<file path="config.mk">
export PLATFORM = sky130hd
export DESIGN_NAME = scratch_stack_ctrl
export DESIGN_NICKNAME = d
export VERILOG_FILES = /design/src/rtl/scratch_stack_ctrl.sv
export SDC_FILE = /design/constraint.sdc
export NUM_CORES = 1
export LEC_CHECK = 0
export CAP_MARGIN = 20
export CORE_ASPECT_RATIO = 1.4
export CORE_UTILIZATION = 40
export CTS_CLUSTER_DIAMETER = 100
export CTS_CLUSTER_SIZE = 12
export DETAILED_ROUTE_END_ITERATION = 8
export DONT_BUFFER_PORTS = 1
export SLEW_MARGIN = 20
export SYNTH_ARGS = -nofsm -noshare
export SYNTH_HDL_FRONTEND = slang
export SYNTH_SLANG_ARGS = --single-unit
</file>
<file path="constraint.sdc">
create_clock -name CLK -period 2.4 [get_ports CLK]
set_input_delay 0 -clock CLK [delete_from_list [all_inputs] [get_ports CLK]]
set_output_delay 0 -clock CLK [all_outputs]
set_load 0.05 [all_outputs]
</file>
<file path="src/rtl/scratch_stack_ctrl.sv">
// Address/write-control front end for the scratch RAM: stack pointer for
// PUSH/POP, direct LD/ST muxing, and a full-RAM clear sequencer.
module scratch_stack_ctrl #(
  parameter int unsigned ADDR_W  = 8,
  parameter int unsigned DATA_W  = 10,
  parameter logic [ADDR_W-1:0] SP_INIT = '0
) (
  input  logic              CLK,
  input  logic              RST_N,
  input  logic              SP_LD,
  input  logic [ADDR_W-1:0] SP_DIN,
  input  logic              PUSH,
  input  logic              POP,
  input  logic              SCR_OP,
  input  logic              OP_WE,
  input  logic [ADDR_W-1:0] OP_ADDR,
  input  logic [DATA_W-1:0] OP_DATA,
  input  logic              CLR_START,
  output logic [ADDR_W-1:0] SCR_ADDR,
  output logic              SCR_WE,
  output logic [DATA_W-1:0] DATA_IN,
  output logic [ADDR_W-1:0] SP,
  output logic              BUSY,
  output logic              CLR_DONE,
  output logic              STK_ERR
);

  typedef enum logic [1:0] {IDLE, CLEAR, DONE} state_t;

  localparam logic [ADDR_W:0] DEPTH_MAX = {1'b1, {ADDR_W{1'b0}}};

  state_t            state, state_n;
  logic [ADDR_W-1:0] sp_q, sp_n;
  logic [ADDR_W:0]   depth, depth_n;
  logic [ADDR_W-1:0] cnt, cnt_n;
  logic              err_q, err_n;
  logic              we;

  always_ff @(posedge CLK) begin
    if (!RST_N) begin
      state <= IDLE;
      sp_q  <= SP_INIT;
      depth <= '0;
      cnt   <= '0;
      err_q <= 1'b0;
    end else begin
      state <= state_n;
      sp_q  <= sp_n;
      depth <= depth_n;
      cnt   <= cnt_n;
      err_q <= err_n;
    end
  end

  always_comb begin
    state_n  = state;
    sp_n     = sp_q;
    depth_n  = depth;
    cnt_n    = cnt;
    err_n    = err_q;
    SCR_ADDR = OP_ADDR;
    DATA_IN  = OP_DATA;
    we       = 1'b0;
    CLR_DONE = 1'b0;
    unique case (state)
      IDLE: begin
        if (CLR_START) begin
          state_n = CLEAR;
          cnt_n   = '0;
        end else if (SP_LD) begin
          sp_n    = SP_DIN;
          depth_n = '0;
          err_n   = 1'b0;
        end else if (PUSH) begin
          SCR_ADDR = sp_q - ADDR_W'(1);
          we       = 1'b1;
          sp_n     = sp_q - ADDR_W'(1);
          // A push onto a full stack still writes but saturates depth.
          if (depth == DEPTH_MAX) err_n = 1'b1;
          else                    depth_n = depth + (ADDR_W+1)'(1);
        end else if (POP) begin
          SCR_ADDR = sp_q;
          sp_n     = sp_q + ADDR_W'(1);
          if (depth == '0) err_n = 1'b1;
          else             depth_n = depth - (ADDR_W+1)'(1);
        end else if (SCR_OP) begin
          we = OP_WE;
        end
      end
      CLEAR: begin
        SCR_ADDR = cnt;
        DATA_IN  = '0;
        we       = 1'b1;
        cnt_n    = cnt + ADDR_W'(1);
        if (cnt == '1) state_n = DONE;
      end
      DONE: begin
        CLR_DONE = 1'b1;
        sp_n     = SP_INIT;
        depth_n  = '0;
        err_n    = 1'b0;
        state_n  = IDLE;
      end
      default: state_n = IDLE;
    endcase
  end

  assign SCR_WE  = we & RST_N;
  assign SP      = sp_q;
  assign STK_ERR = err_q;
  assign BUSY    = (state != IDLE);

endmodule

</file>
==> results of run 1 <==
-- flip-flops by register name, indices dropped and copies added, names as in the netlist --
| register | cells |
|---|---|
| STK_ERR | 1 |
| depth | 9 |
| SP | 8 |
| state | 2 |
| cnt | 8 |
-- Yosys cell counts, drive strengths merged, types with 2 or more instances --
library cell	n
a2111oi	2
a211oi	2
a21o	6
a21oi	25
a22oi	10
a31oi	4
and3	5
and4b	2
clkbuf	16
dfxtp	28
ha	10
inv	11
mux2	3
mux2i	7
nand2	26
nand2b	2
nand3	18
nand4	5
nor2	43
nor2b	16
nor3	5
nor4	2
o2111ai	2
o211ai	2
o21a	3
o21ai	14
o22ai	10
o311ai	2
o31ai	3
or2	3
or4	3
xnor2	4
xor2	4
-- layer usage --
layer | GRT usage, % | part of all wire (%) | up-vias
met3 | 2.904 | 6.2 | 13
met4 | 9.420 | 2.3 | 0
met2 | 37.07 | 47 | 92
li1 | - | - | 1193
met1 | 30.73 | 44 | 1105
met5 | 0 | 0 | -
-- through the flow --
| step | area [um2] | util, % |
|---|---|---|
| after floorplan | 2240 | - |
| after global placement | 2532 | 48.01 |
| after detailed placement | 2532 | 48.01 |
| after CTS | 2678 | 50.76 |
| after global routing | 2678 | 50.76 |
| final | 2678 | 50.76 |
-- area by class of cell --
| type | count | share of cell area, % |
|---|---|---|
| Clock buffer | 4 | 2.056 |
| Inverter | 11 | 1.542 |
| Multi-Input combinational cell | 254 | 58.74 |
| Sequential cell | 28 | 20.93 |
| Tap cell | 66 | 3.084 |
| Timing Repair Buffer | 44 | 13.64 |
-- logic make-up after synthesis --
group / count (synthesis) / synth area share, %
xor+xnor: 8 / 3.142
flops: 28 / 25.14
mux: 10 / 4.658
compound gates: 90 / 26.04
simple gates: 135 / 29.74
buf+inv: 28 / 4.770
fa+ha+maj: 11 / 6.510
-- worst paths after layout --
path / startpoint / endpoint / slack (ps) / depth (start not counted)
worst max-delay path: SP[0] / SCR_ADDR[2] / 210 / 8
worst min-delay path: PUSH / depth[8] / -0.3 / 3
worst max register to register: state[1] / depth[7] / 510 / 5
worst min register to register: depth[3] / depth[3] / 490 / 2
-- timing repair --
item | CTS | global route
hold endpoints to repair | 15 | 0
hold buffers | 9 | 0
setup buffers | 0 | 0
-- power groups by stage --
stage          logic (W)  clock network [W]  registers (W)
3_5_place_dp    0.000501                  0       0.000527
5_1_grt         0.000563           0.000336       0.000522
2_1_floorplan   0.000361                  0       0.000547
6_report        0.000522           0.000319       0.000517
3_3_place_gp    0.000498                  0       0.000526
4_1_cts         0.000521           0.000318       0.000516
-- critical path: stages, from the launching register on --
cell,delay [ps]
dfxtp_1,500
inv_1,80
ha_1,270
inv_1,80
a21oi_1,60
a2111oi_0,480
a21oi_1,100
o22ai_2,190
buf_12,160
==> results_dict.tcl, run 1 <==
set metrics [dict create \
    crit_arrival_ps 2190 \
    clkPwrFrac_pct 23.5 \
    ant_nets 0 \
    synth_warnings 0 \
    grt-ovfl-total 0 \
    critical_path_class "reg2out" \
    dp_slack_ps 565.4 \
    maxSlewHeadroom_pct 52.91 \
    intPower_w 0.0008218 \
    power_frac_comb_pct 38.4 \
    syn_to_final_growth_pct 20.09 \
    grt_pass1_vias 2211 \
    hp-class "in2reg" \
    drcViolationCount 0 \
    drt-initial-drc-count 140 \
    netSwitchingFraction_pct 39.51 \
    nets 387 \
    final_cell_mix "42 x nor2_1, 34 x buf_4, 28 x dfxtp_1, 26 x nand2_1, 24 x a21oi_1" \
    fin_skew_ps 2.178 \
    grt_max_degree 24 \
    dieArea_um2 5881 \
    start_util_pct 42.27 \
    htreeDepth 1 \
    setup.worst_path.start_class "register" \
    stdcell_count 407 \
    critPathRequiredTime_ps 2400 \
    yosysTopAreaCellShare_pct 25.14 \
    drt_wl_total_mm 6.515 \
    multi_input_area_um2 1573 \
    cp_max_fo 8 \
    final_common_cell "nor2_1" \
    grt_pass1_wl_mm 10.76 \
    dieWidth_um 65.10 \
    clockRootBuffer "clkbuf_8" \
    n_fill_cell 553 \
    outcome "finished, violations left" \
    synthArstFlopShare_pct 0 \
    cts_sinks 28 \
    tns_ps 0 \
    netlist_instances 310 \
    ios 64 \
    cts.repair.resized 0 \
    dp_cells 394 \
    synth_area_um2 2230 \
    drive_above_1_share_pct 13.78 \
    grt_setup_unrepaired "no" \
    drt-pass1-iter-count 4 \
    fin_ws_ps 205.6 \
    endpoint_kind "output port" \
    violations "negative hold slack" \
    synth_top_area_cell "dfxtp_1" \
    io_buffer_count 0 \
    antenna_found_initial 0 \
    synth-edff-count 0 \
    slew_violations 0 \
    vias 2403 \
    clk_latency_ps 290 \
    avgSynthCellArea_um2 7.192 \
    grt_usage_pct 23.10 \
    syn-num-nets 355 \
    regArea_um2 560.5 \
    worst-slew-pin-transition_ps 705.5 \
    dieHeight_um 90.34 \
    pwr-share-seq_pct 38.1 \
    power.leakage_nw 1.108 \
    fmax_ghz 0.4557 \
    fp-row-count 31 \
    maxCapViolCount 0 \
    max-vdd-ir-drop_mv 0.2810 \
    finalSetupViolCount 0 \
    cts_tree "built" \
    hold_viol 1 \
    min_period_over_period_pct 91.43 \
    clk_pin_slew_ps 100 \
    synth_cell_type_count 50 \
    yosysSeqAreaShare_pct 25.14 \
    cts_buffers 3 \
    period_needed_ps 2194 \
    avgViaCountPerCell 5.904 \
    synthFlopType "dfxtp_1" \
    wl_per_cell_um 16.01 \
    total_power_w 0.001359 \
    netlist_top_cells_area "dfxtp_1 25%, nor2_1 7.1%, a21oi_1 5.6%, ha_1 5.6%, nor2b_1 4.5%" \
    powerDensity_nw_per_um2 507.4 \
    gp_routability_congestion 0.9006 \
    timing.hold.ws_ps -0.2703 \
    ys_ff_latch 28 \
    switching_power_w 0.0005368 \
    clockBufferDepth 2 \
    core_um2 5275 \
    hpwlAfterDp_mm 4.763 \
    diodes 0 \
]
Note: power is estimated with default switching activity, not from simulation.
==> run 2: changes to the inputs <==
--- a/config.mk
+++ b/config.mk
@@ -12,6 +12,7 @@
 export CTS_CLUSTER_SIZE = 12
 export DETAILED_ROUTE_END_ITERATION = 8
 export DONT_BUFFER_PORTS = 1
+export HOLD_SLACK_MARGIN = 0.05
 export SLEW_MARGIN = 20
 export SYNTH_ARGS = -nofsm -noshare
 export SYNTH_HDL_FRONTEND = slang
==> results_dict.tcl, run 2 (synthesis gave the netlist of run 1 again) <==
set metrics [dict create \
    drt-pass1-iter-count 4 \
    clk_pin_slew_ps 100 \
    largest_register "depth" \
    dieHeight_um 90.34 \
    gp_routability_congestion 0.9006 \
    dp_cells 394 \
    cp_max_fo 8 \
    clockBufferDepth 2 \
    r2r-end "SP[6]" \
    hpwlAfterDp_mm 4.763 \
    clk_latency_ps 290 \
    max-vdd-ir-drop_mv 0.2811 \
    startpoint "SP[0]" \
    htreeDepth 1 \
    worst-slew-pin-transition_ps 737.2 \
    dieWidth_um 65.10 \
    fin_ws_ps 204.2 \
    grt_pass1_wl_mm 10.82 \
    cts_buffers 3 \
    dp_slack_ps 565.4 \
    min_period_over_period_pct 91.49 \
    ios 64 \
    grt_usage_pct 23.15 \
    crit_end "SCR_ADDR[2]" \
    fin_util_pct 51.90 \
    grt_setup_unrepaired "no" \
    final_common_cell "nor2_1" \
    crit_slowest_cell "dfxtp_1" \
    hold_viol 0 \
    endpoint_kind "output port" \
    stdcell_count 413 \
    cts_sinks 28 \
    grt_pass1_vias 2243 \
    drive_above_1_share_pct 13.54 \
    nets 393 \
    critPathRequiredTime_ps 2400 \
    antenna_found_initial 0 \
    io_buffer_count 0 \
    drt_wl_total_mm 6.512 \
    maxSlewHeadroom_pct 50.80 \
    core_um2 5275 \
    syn_to_final_growth_pct 22.78 \
    regToRegSetupSlack_ps 210 \
    rr_worst_depth 6 \
    post_cts_buffers 0 \
    powerDensity_nw_per_um2 499.0 \
    drt-initial-drc-count 137 \
    fp-row-count 31 \
    vias 2421 \
    start_util_pct 42.27 \
    hp-start "SP_LD" \
    maxCapViolCount 0 \
    crit_arrival_ps 2200 \
    drcViolationCount 0 \
    timing.hold.ws_ps 61.34 \
    avgViaCountPerCell 5.862 \
    grt_max_degree 24 \
    fin_skew_ps 1.618 \
    setup.worst_path.start_class "register" \
    finalSetupViolCount 0 \
    tns_ps 0 \
    critical_path_class "reg2out" \
    final_cell_mix "42 x nor2_1, 34 x buf_4, 28 x dfxtp_1, 26 x nand2_1, 24 x a21oi_1" \
    hp-class "in2reg" \
    rr_startpoint "state[1]" \
    grt-ovfl-total 0 \
    power.leakage_nw 1.141 \
    dieArea_um2 5881 \
    crit_chain "inv_1 -> ha_1 -> inv_1 -> a21oi_1 -> a2111oi_0 -> a21oi_1 -> o22ai_2 -> buf_12" \
    ant_nets 0 \
    outcome "finished, final reports clean" \
    cts.repair.resized 0 \
    slew_violations 0 \
    cp_slowest_stage_delay_ps 500 \
    largest_reg_flops 9 \
    cts_tree "built" \
    period_needed_ps 2196 \
    clockRootBuffer "clkbuf_8" \
    fmax_ghz 0.4554 \
    wl_per_cell_um 15.77 \
    hold_buffers 15 \
    diodes 0 \
]
==> run 2: cell count changes in the layout (fill, tap and decap cells not counted) <==
cell / delta
dlygate4sd3_1: +6
==> run 2: worst max-delay path, delay by kind of cell (launching register included) <==
family,cells,cell delay (ps)
AOI/OAI and AO/OA,4,830
adders and majority gates,1,270
buffers and inverters,3,320
DFF,1,500
==> run 2: per-stage QoR <==
| step | cell area, um2 | power [W] |
|---|---|---|
| after floorplan | 2240 | 0.0009078 |
| after global placement | 2532 | 0.001024 |
| after detailed placement | 2532 | 0.001028 |
| after CTS | 2738 | 0.001365 |
| after global routing | 2738 | 0.001432 |
| final | 2738 | 0.001366 |
==> run 2: layout make-up <==
class                      instances  area (um2)
tap                               66       82.58
clock buffer                       4       55.05
timing repair buffer              50       425.4
multi-input combinational        254        1573
sequential                        28       560.5
inverter                          11       41.29
fill                             551        2537
==> run 2: per-layer routing <==
metal | share of wire [%] | wire length, um | GRT usage, % | vias up
met5 | 0 | 0 | 0 | -
met4 | 2.3 | 150 | 9.420 | 0
met3 | 4.5 | 294 | 2.778 | 13
met2 | 47 | 3038 | 36.98 | 72
met1 | 46 | 3028 | 31.04 | 1129
li1 | - | - | - | 1207
==> run 2: worst min path at each step <==
stage / endpoint / cells after the start
global placement: depth[7] / 2
CTS: SP[0] / 3
global route: depth[6] / 3
finish: SP[0] / 3
detailed placement: state[1] / 1
floorplan: SP[7] / 2
==> run 2: power breakdown <==
group          total, W  switching [W]  internal [W]  leakage [nW]
Combinational  0.000532       0.000336      0.000195         0.884
Clock          0.000317       0.000169      0.000148        0.0288
Sequential     0.000517      0.0000315      0.000485         0.228
